===== src/rtl/seg7_scan_multi_if.sv =====
// Application-side bundle for the multiplexed 7-segment scanner: digit data in, scan drive out.
// The master drives the digit data; the slave (the scanner) drives sel/seg/frame_start.
interface seg7_scan_multi_if #(
  parameter int DIGITS   = 6,
  parameter int BRIGHT_W = 4,
  parameter int SEL_W    = $clog2(DIGITS)
);
  logic [4*DIGITS-1:0] data_in;
  logic [DIGITS-1:0]   dp_in;
  logic [DIGITS-1:0]   blank_in;
  logic [BRIGHT_W-1:0] brightness;
  logic [SEL_W-1:0]    sel;
  logic [7:0]          seg;
  logic                frame_start;

  modport master (output data_in, dp_in, blank_in, brightness,
                  input  sel, seg, frame_start);
  modport slave  (input  data_in, dp_in, blank_in, brightness,
                  output sel, seg, frame_start);
endinterface


===== src/rtl/seg7_scan_multi.sv =====
// Parametrised multiplexed 7-segment scan driver with guard band, PWM brightness and frame snapshots.
// Optional leading-zero suppression is enabled by defining SEG7_LZ_BLANK_EN.
module seg7_scan_multi #(
  parameter int DIGITS   = 6,
  parameter int CLK_HZ   = 50_000_000,
  parameter int SCAN_HZ  = 1000,
  parameter int BRIGHT_W = 4,
  parameter int GUARD    = 2
) (
  input  logic               clk,
  input  logic               rst,
  seg7_scan_multi_if.slave   bus
);
  localparam int TICK_DIV = CLK_HZ / SCAN_HZ;
  localparam int CNT_W    = (TICK_DIV > 1) ? $clog2(TICK_DIV) : 1;
  localparam int SEL_W    = $clog2(DIGITS);

  localparam logic [CNT_W-1:0] CNT_LAST = CNT_W'(TICK_DIV - 1);
  localparam logic [CNT_W-1:0] GUARD_C  = CNT_W'(GUARD);
  localparam logic [SEL_W-1:0] IDX_LAST = SEL_W'(DIGITS - 1);

  logic [CNT_W-1:0]    cnt;
  logic [SEL_W-1:0]    idx;
  logic [4*DIGITS-1:0] data_snap;
  logic [DIGITS-1:0]   dp_snap;
  logic [DIGITS-1:0]   blank_snap;
  logic [BRIGHT_W-1:0] bright_snap;

  logic [DIGITS-1:0]   sup_mask;
  logic [3:0]          cur_nib;
  logic                cur_dp;
  logic                cur_blank;
  logic                pwm_on;
  logic                lit;
  logic                frame_edge;

  function automatic logic [6:0] decode(input logic [3:0] n);
    case (n)
      4'h0: decode = 7'h40;  4'h1: decode = 7'h79;
      4'h2: decode = 7'h24;  4'h3: decode = 7'h30;
      4'h4: decode = 7'h19;  4'h5: decode = 7'h12;
      4'h6: decode = 7'h02;  4'h7: decode = 7'h78;
      4'h8: decode = 7'h00;  4'h9: decode = 7'h10;
      4'hA: decode = 7'h08;  4'hB: decode = 7'h03;
      4'hC: decode = 7'h46;  4'hD: decode = 7'h21;
      4'hE: decode = 7'h06;  default: decode = 7'h0E;
    endcase
  endfunction

`ifdef SEG7_LZ_BLANK_EN
  // Suppression runs from digit 0 and stops at the first nonzero or dp digit; the last digit always shows.
  always_comb begin
    logic run;
    run      = 1'b1;
    sup_mask = '0;
    for (int k = 0; k < DIGITS - 1; k++) begin
      run         = run && (data_snap[4*(DIGITS-1-k) +: 4] == 4'h0) && !dp_snap[k];
      sup_mask[k] = run;
    end
  end
`else
  assign sup_mask = '0;
`endif

  // NOTE: every always_comb output gets a default first so no path leaves it holding a value (latch).
  always_comb begin
    cur_nib   = 4'h0;
    cur_dp    = 1'b0;
    cur_blank = 1'b1;
    for (int k = 0; k < DIGITS; k++) begin
      if (idx == SEL_W'(k)) begin
        cur_nib   = data_snap[4*(DIGITS-1-k) +: 4];
        cur_dp    = dp_snap[k];
        cur_blank = blank_snap[k] | sup_mask[k];
      end
    end
  end

  assign frame_edge = (cnt == '0) && (idx == '0);
  assign pwm_on     = (&bright_snap) || (cnt[BRIGHT_W-1:0] < bright_snap);
  assign lit        = (cnt >= GUARD_C) && !cur_blank && pwm_on;

  // NOTE: sequential state uses non-blocking assignments so every register samples pre-edge values.
  always_ff @(posedge clk) begin
    if (rst) begin
      cnt             <= '0;
      idx             <= '0;
      // NOTE: snapshot registers are few flops, not a RAM, so they are reset to a known frame.
      data_snap       <= '0;
      dp_snap         <= '0;
      blank_snap      <= '0;
      bright_snap     <= '0;
      bus.sel         <= '0;
      bus.seg         <= 8'hFF;
      bus.frame_start <= 1'b0;
    end else begin
      bus.frame_start <= frame_edge;
      bus.sel         <= idx;
      bus.seg         <= lit ? {~cur_dp, decode(cur_nib)} : 8'hFF;

      if (cnt == CNT_LAST) begin
        cnt <= '0;
        idx <= (idx == IDX_LAST) ? '0 : idx + 1'b1;
      end else begin
        cnt <= cnt + 1'b1;
      end

      // The capture cycle sits inside the guard band, so it is always dark and needs no bypass.
      if (frame_edge) begin
        data_snap   <= bus.data_in;
        dp_snap     <= bus.dp_in;
        blank_snap  <= bus.blank_in;
        bright_snap <= bus.brightness;
      end
    end
  end
endmodule


===== src/flat_wrapper.sv =====
// flat-port wrapper written by rule: the top's interface ports become plain ports
module seg7_scan_multi_flat 
#(
  parameter int DIGITS   = 6,
  parameter int CLK_HZ   = 50_000_000,
  parameter int SCAN_HZ  = 1000,
  parameter int BRIGHT_W = 4,
  parameter int GUARD    = 2
)
  (clk, rst, bus_data_in, bus_dp_in, bus_blank_in, bus_brightness, bus_sel, bus_seg, bus_frame_start);
  seg7_scan_multi_if #(.DIGITS(DIGITS), .BRIGHT_W(BRIGHT_W)) bus_i ();
  input  logic clk;
  input  logic rst;
  input wire logic [$bits(bus_i.data_in)-1:0] bus_data_in;
  input wire logic [$bits(bus_i.dp_in)-1:0] bus_dp_in;
  input wire logic [$bits(bus_i.blank_in)-1:0] bus_blank_in;
  input wire logic [$bits(bus_i.brightness)-1:0] bus_brightness;
  output wire logic [$bits(bus_i.sel)-1:0] bus_sel;
  output wire logic [$bits(bus_i.seg)-1:0] bus_seg;
  output wire logic [$bits(bus_i.frame_start)-1:0] bus_frame_start;
  assign bus_i.data_in = bus_data_in;
  assign bus_i.dp_in = bus_dp_in;
  assign bus_i.blank_in = bus_blank_in;
  assign bus_i.brightness = bus_brightness;
  assign bus_sel = bus_i.sel;
  assign bus_seg = bus_i.seg;
  assign bus_frame_start = bus_i.frame_start;
  seg7_scan_multi #(.DIGITS(DIGITS), .CLK_HZ(CLK_HZ), .SCAN_HZ(SCAN_HZ), .BRIGHT_W(BRIGHT_W), .GUARD(GUARD)) u_core (.clk(clk), .rst(rst), .bus(bus_i));
endmodule

===== config.mk =====
export PLATFORM = sky130hd
export DESIGN_NAME = seg7_scan_multi_flat
export DESIGN_NICKNAME = d
export VERILOG_FILES = /design/src/rtl/seg7_scan_multi_if.sv /design/src/rtl/seg7_scan_multi.sv /design/src/flat_wrapper.sv
export SDC_FILE = /design/constraint.sdc
export NUM_CORES = 1
export LEC_CHECK = 0
export CORE_MARGIN = 8
export CORE_UTILIZATION = 50
export CTS_CLUSTER_DIAMETER = 50
export DETAILED_ROUTE_END_ITERATION = 7
export HOLD_SLACK_MARGIN = 0.06
export PLACE_DENSITY = 0.74
export SYNTH_ARGS = -nofsm -noshare
export SYNTH_HDL_FRONTEND = slang
export SYNTH_SLANG_ARGS = --single-unit

===== constraint.sdc =====
create_clock -name clk -period 6 [get_ports clk]
set_input_delay 0.9 -clock clk [delete_from_list [all_inputs] [get_ports clk]]
set_output_delay 0.9 -clock clk [all_outputs]
set_load 0.01 [all_outputs]

==> Word-level counts from Yosys, hierarchy flattened <==
Memory sizes are Yosys's and may differ from the RTL's. A register that Yosys moved wholly into a read port is not among the register bits.
Index checks and enable logic that the tools add are counted.
{ "op_classes": {"addsub": 2, "magnitude_cmp": 2, "eq_ne": 6, "mux": 19, "bitwise": 2, "n_reduce_logical": 10} }
{ "op_table": {"columns": ["op", "n"], "rows": [
  ["4-bit two-way mux", 6],
  ["16-bit by 1-bit adder with 16-bit output, second input constant", 1],
  ["16-bit == test, second input constant", 1],
  ["16-bit by 2-bit greater-or-equal comparator with 1-bit output, second input constant", 1],
  ["16-bit zero test", 1],
  ["1-bit two-way mux", 12],
  ["3-bit by 2-bit == test with 1-bit output, second input constant", 2],
  ["3-bit == test, second input constant", 2],
  ["4-bit less-than comparator", 1],
  ["4-bit AND reduction", 1],
  ["2-bit OR reduction", 2],
  ["3-bit by 1-bit adder with 3-bit output, second input constant", 1],
  ["3-bit by 1-bit == test with 1-bit output, second input constant", 1],
  ["1-bit logical AND", 3],
  ["3-bit zero test", 1],
  ["3-bit two-way mux", 1],
  ["1-bit NOT", 2],
  ["1-bit zero test", 1],
  ["1-bit logical OR", 1]
]} }
{ "totals": {"register_bits": 71, "romBits": 112, "inputBits": 42, "output_inout_bits": 12, "word_cells": 51, "n_memories": 1} }
{ "mem_list": {"columns": ["memory", "depth", "width", "rd", "rd_clocked_by_memory_dff", "wr", "line_no", "source"], "rows": [
  ["(no name shown)", 16, 7, 1, 1, 0, "seg7_scan_multi.sv:38", "case (n)"]
]} }

==> Logic depth before layout (Yosys ltp) <==
{ "depth": {"word_depth": 12, "mapped_depth": 14, "mapped_depth_nobuf": 11} }

==> Least setup slack after synthesis <==
OpenSTA, ideal clock, no wires.
{ "synth_path": {"kind": "register to register", "from": "reg u_core.idx[0]", "to": "reg u_core.bus.seg[3]", "setup_ns": 0.127, "t_arrival_ns": 2.691, "required_ns": 5.873, "setup_slack_ns": 3.182, "stages_incl_launch_ff": 13, "path_buffers": 2, "synth_period_minus_slack_ns": 2.818, "cell_sequence": "dfxtp_1 buf_6 buf_2 and2_1 ha_1 nor4b_2 a22oi_1 a22oi_1 inv_1 ha_1 a211oi_1 a211oi_1 or3b_1"} }
{ "synth_via": {"elab_chain_len": 12, "word_cells_on_any_way": 23, "cone_classes": "5 x eq/ne; 12 x mux; 1 x bitwise; 5 x reduce/logical"} }
{ "synth_rtl": {"columns": ["element", "line_no", "source"], "rows": [
  ["from (decl)", "seg7_scan_multi.sv:23", "logic [SEL_W-1:0] idx;"],
  ["from (signal assigned)", "seg7_scan_multi.sv:103", "idx <= (idx == IDX_LAST) ? '0 : idx + 1'b1;"],
  ["3-bit zero test", "seg7_scan_multi.sv:71", "if (idx == SEL_W'(k)) begin"],
  ["1-bit two-way mux (6 in a row)", "seg7_scan_multi.sv:71", null],
  ["1-bit zero test", "seg7_scan_multi.sv:81", "assign lit = (cnt >= GUARD_C) && !cur_blank && pwm_on;"],
  ["1-bit logical AND (2 in a row)", "seg7_scan_multi.sv:81", null],
  ["1-bit NOT (no source line)", null, null],
  ["2-bit OR reduction (no source line)", null, null],
  ["to (decl)", "seg7_scan_multi_if.sv:19", "output sel, seg, frame_start);"]
]} }
Several ways; a longest one is shown, not always the timed one.
A chain may end at the register's enable or synchronous reset.

==> Worst setup path in the final report <==
Same ends and word-level chain as after synthesis.

==> metrics.yaml <==
hold_path.class: "register to register"
grt_use_total_pct: 15.23
synth-simple-area-share_pct: 18.37
rows: 29
first_iter_violations: 93
num_vias: 2567
rsz0062_at_grt: "false"
final_common_cell: "dfxtp_1"
avgRoutedWirePerCell_um: 14.89
yosysSeqAreaShare_pct: 42.77
grt_overflow: 0
yosysTopAreaCellShare_pct: 42.77
endpoint_kind: "register"
critPathRequiredTime_ns: 6.23
diodes: 0
status: "completed"
synth_top_family_by_area: "simple AND/OR/NAND/NOR gates"
clkSinkCount: 71
cp-start-kind: "register"
synth_warnings: 0
dpl.cell_count: 466
grt_pass1_wl_um: 12020
setup_tns_ns: 0
peakVddDrop_mv: 0.1272
root_buffer: "clkbuf_8"
grt_max_degree: 51
layout_common_cells: "dfxtp_1 (71), nor2_1 (67), clkdlybuf4s50_1 (52)"
synth_mux_area_share_pct: 16.38
antenna_left: 0
numCtsBuffers: 9
worstPathArrival_ns: 3.65
yosysTopAreaCell: "dfxtp_1"
fp.coreArea_sq_um: 6386
p_leak_nw: 1.582
worstSetupPathType: "register to register"
synthCells: 352
die_h_um: 97.53
hold_viol_final: 0
tightest_slew_ns: 1.043
numPortBuffers: 53
cts_setup_buffers: 0
htree_num_levels: 3
viasPerCell: 5.326
synth_compound_area_share_pct: 8.773
fin_skew_ns: 0.009283
final_cells: 482
path_max_fanout: 18
ctsResizeCount: 0
nets: 455
slew_viol_final: 0
clock_path_buffers: 2
grt_pass1_vias: 2550
relSlewSlack_pct: 29.92
drc: 0
synthXorXnorAreaFrac_pct: 3.690
fmax_mhz: 292.9
syn-cell-area_sq_um: 3323
syn_avg_cell_area_sq_um: 9.441
die_area_sq_um: 9511
final_util_pct: 63.05
area_delta_synth_final_pct: 21.16
gp_routability_congestion: 0.8348
synthTopCellsByArea: "dfxtp_1 (43%), mux2i_1 (15%), nor2_1 (7.6%)"
synth_seq_cells: 71
clk_pin_slew_ns: 0.08
drive_gt1_share_pct: 6.420
cts_hold_buf: 0
initial_core_util_pct: 52.04
fin_crit_ns: 3.414
period_share_pct: 56.90
cts_tree: "done"
cap_violations: 0
clk_latency_ns: 0.35
ys_types: 47
p_per_area_nw_per_um2: 260.9
place_hpwl_um: 5195
ios: 54
synth_fa_ha_area_share_pct: 4.895
setup_viol: 0
chipWidth_um: 97.53
antenna_found_initial: 0
drt_wl_total_um: 7175
dr.pass1.iters: 4
synth_nets: 407
kinds of logic (layout without fill, tap and decap cells):
kind of cell | after synthesis | in the layout
flops | 71 | 71
fa+ha+maj | 13 | 13
compound gates | 39 | 39
mux | 54 | 54
xor+xnor | 14 | 14
buf+inv | 33 | 86
simple gates | 128 | 128
flip-flops by register name (all words and copies together), names as in the netlist:
name,count
u_core.idx,3
u_core.data_snap,24
u_core.dp_snap,6
u_core.bright_snap,4
u_core.bus.sel,3
u_core.blank_snap,6
u_core.cnt,16
u_core.bus.frame_start,1
u_core.bus.seg,8
final cells by class:
class / instances / area [sq um]
inverter: 16 / 60.06
fill: 548 / 2360
clock inverter: 5 / 32.53
multi-input combinational: 248 / 1732
sequential: 71 / 1421
tap: 77 / 96.34
clock buffer: 11 / 151.4
timing repair buffer: 54 / 533.0
cell usage after synthesis (all sizes together):
| cell | instances |
|---|---|
| o21a | 2 |
| o211ai | 2 |
| o32ai | 1 |
| nand4 | 4 |
| a21o | 2 |
| nand2b | 5 |
| clkbuf | 5 |
| a41oi | 1 |
| or2 | 1 |
| o2111ai | 2 |
| xor2 | 4 |
| a21oi | 8 |
| nand3 | 14 |
| nor4 | 3 |
| or3 | 3 |
| o21ai | 4 |
| nand2 | 13 |
| nor2b | 3 |
| a211oi | 7 |
| nor4b | 1 |
| nor3 | 8 |
| mux2i | 51 |
| ha | 13 |
| a21boi | 1 |
| nor3b | 1 |
| and2 | 1 |
| mux2 | 3 |
| buf | 12 |
| a221oi | 1 |
| dfxtp | 71 |
| nand3b | 1 |
| xnor2 | 10 |
| nor2 | 67 |
| or3b | 1 |
| inv | 16 |
| a211o | 3 |
| or4 | 2 |
| a22oi | 4 |
| a221o | 1 |
layer usage:
metal / routed length, um / part of all wire [%] / GRT usage [%]
met1: 3426 / 48 / 18.41
met2: 3225 / 45 / 23.90
met3: 367 / 5.1 / 3.841
met4: 155 / 2.2 / 8.741
met5: 0 / 0 / 0
final timing paths:
path / cells after the start / slack [ns] / to / from
worst max register to register: 10 / 2.59 / u_core.bus.seg[3] / u_core.idx[0]
worst min register to register: 1 / 0.48 / u_core.cnt[0] / u_core.cnt[0]
worst max-delay path: 10 / 2.59 / u_core.bus.seg[3] / u_core.idx[0]
worst min-delay path: 1 / 0.48 / u_core.cnt[0] / u_core.cnt[0]
per-stage QoR:
stage	total power [W]	hold slack (ns)	area (sq um)	setup slack [ns]
finish	0.001050	0.4836	4026	2.586
CTS	0.001059	0.4869	4026	2.611
detailed placement	0.0007125	0.4717	3842	2.623
floorplan	0.0006534	0.4365	3323	3.182
global placement	0.0007085	0.4609	3842	2.855
global route	0.001099	0.5180	4026	2.367
worst max-delay path, cell delays in order (launching register included):
cell and delay [ns]:
dfxtp_1 0.58, and2_1 0.27, ha_1 0.31, nor4b_2 0.36, a22oi_1 0.12, a22oi_1 0.48, inv_1 0.16, ha_1 0.27
a211oi_1 0.30, a211oi_1 0.08, or3b_1 0.35
where the power goes:
| part | internal, W | switching (W) | total, W |
|---|---|---|---|
| Sequential | 0.000504 | 0.0000194 | 0.000523 |
| Clock | 0.000172 | 0.000178 | 0.000350 |
| Combinational | 0.0000933 | 0.0000843 | 0.000178 |
Power figures use the tool's default switching activity.
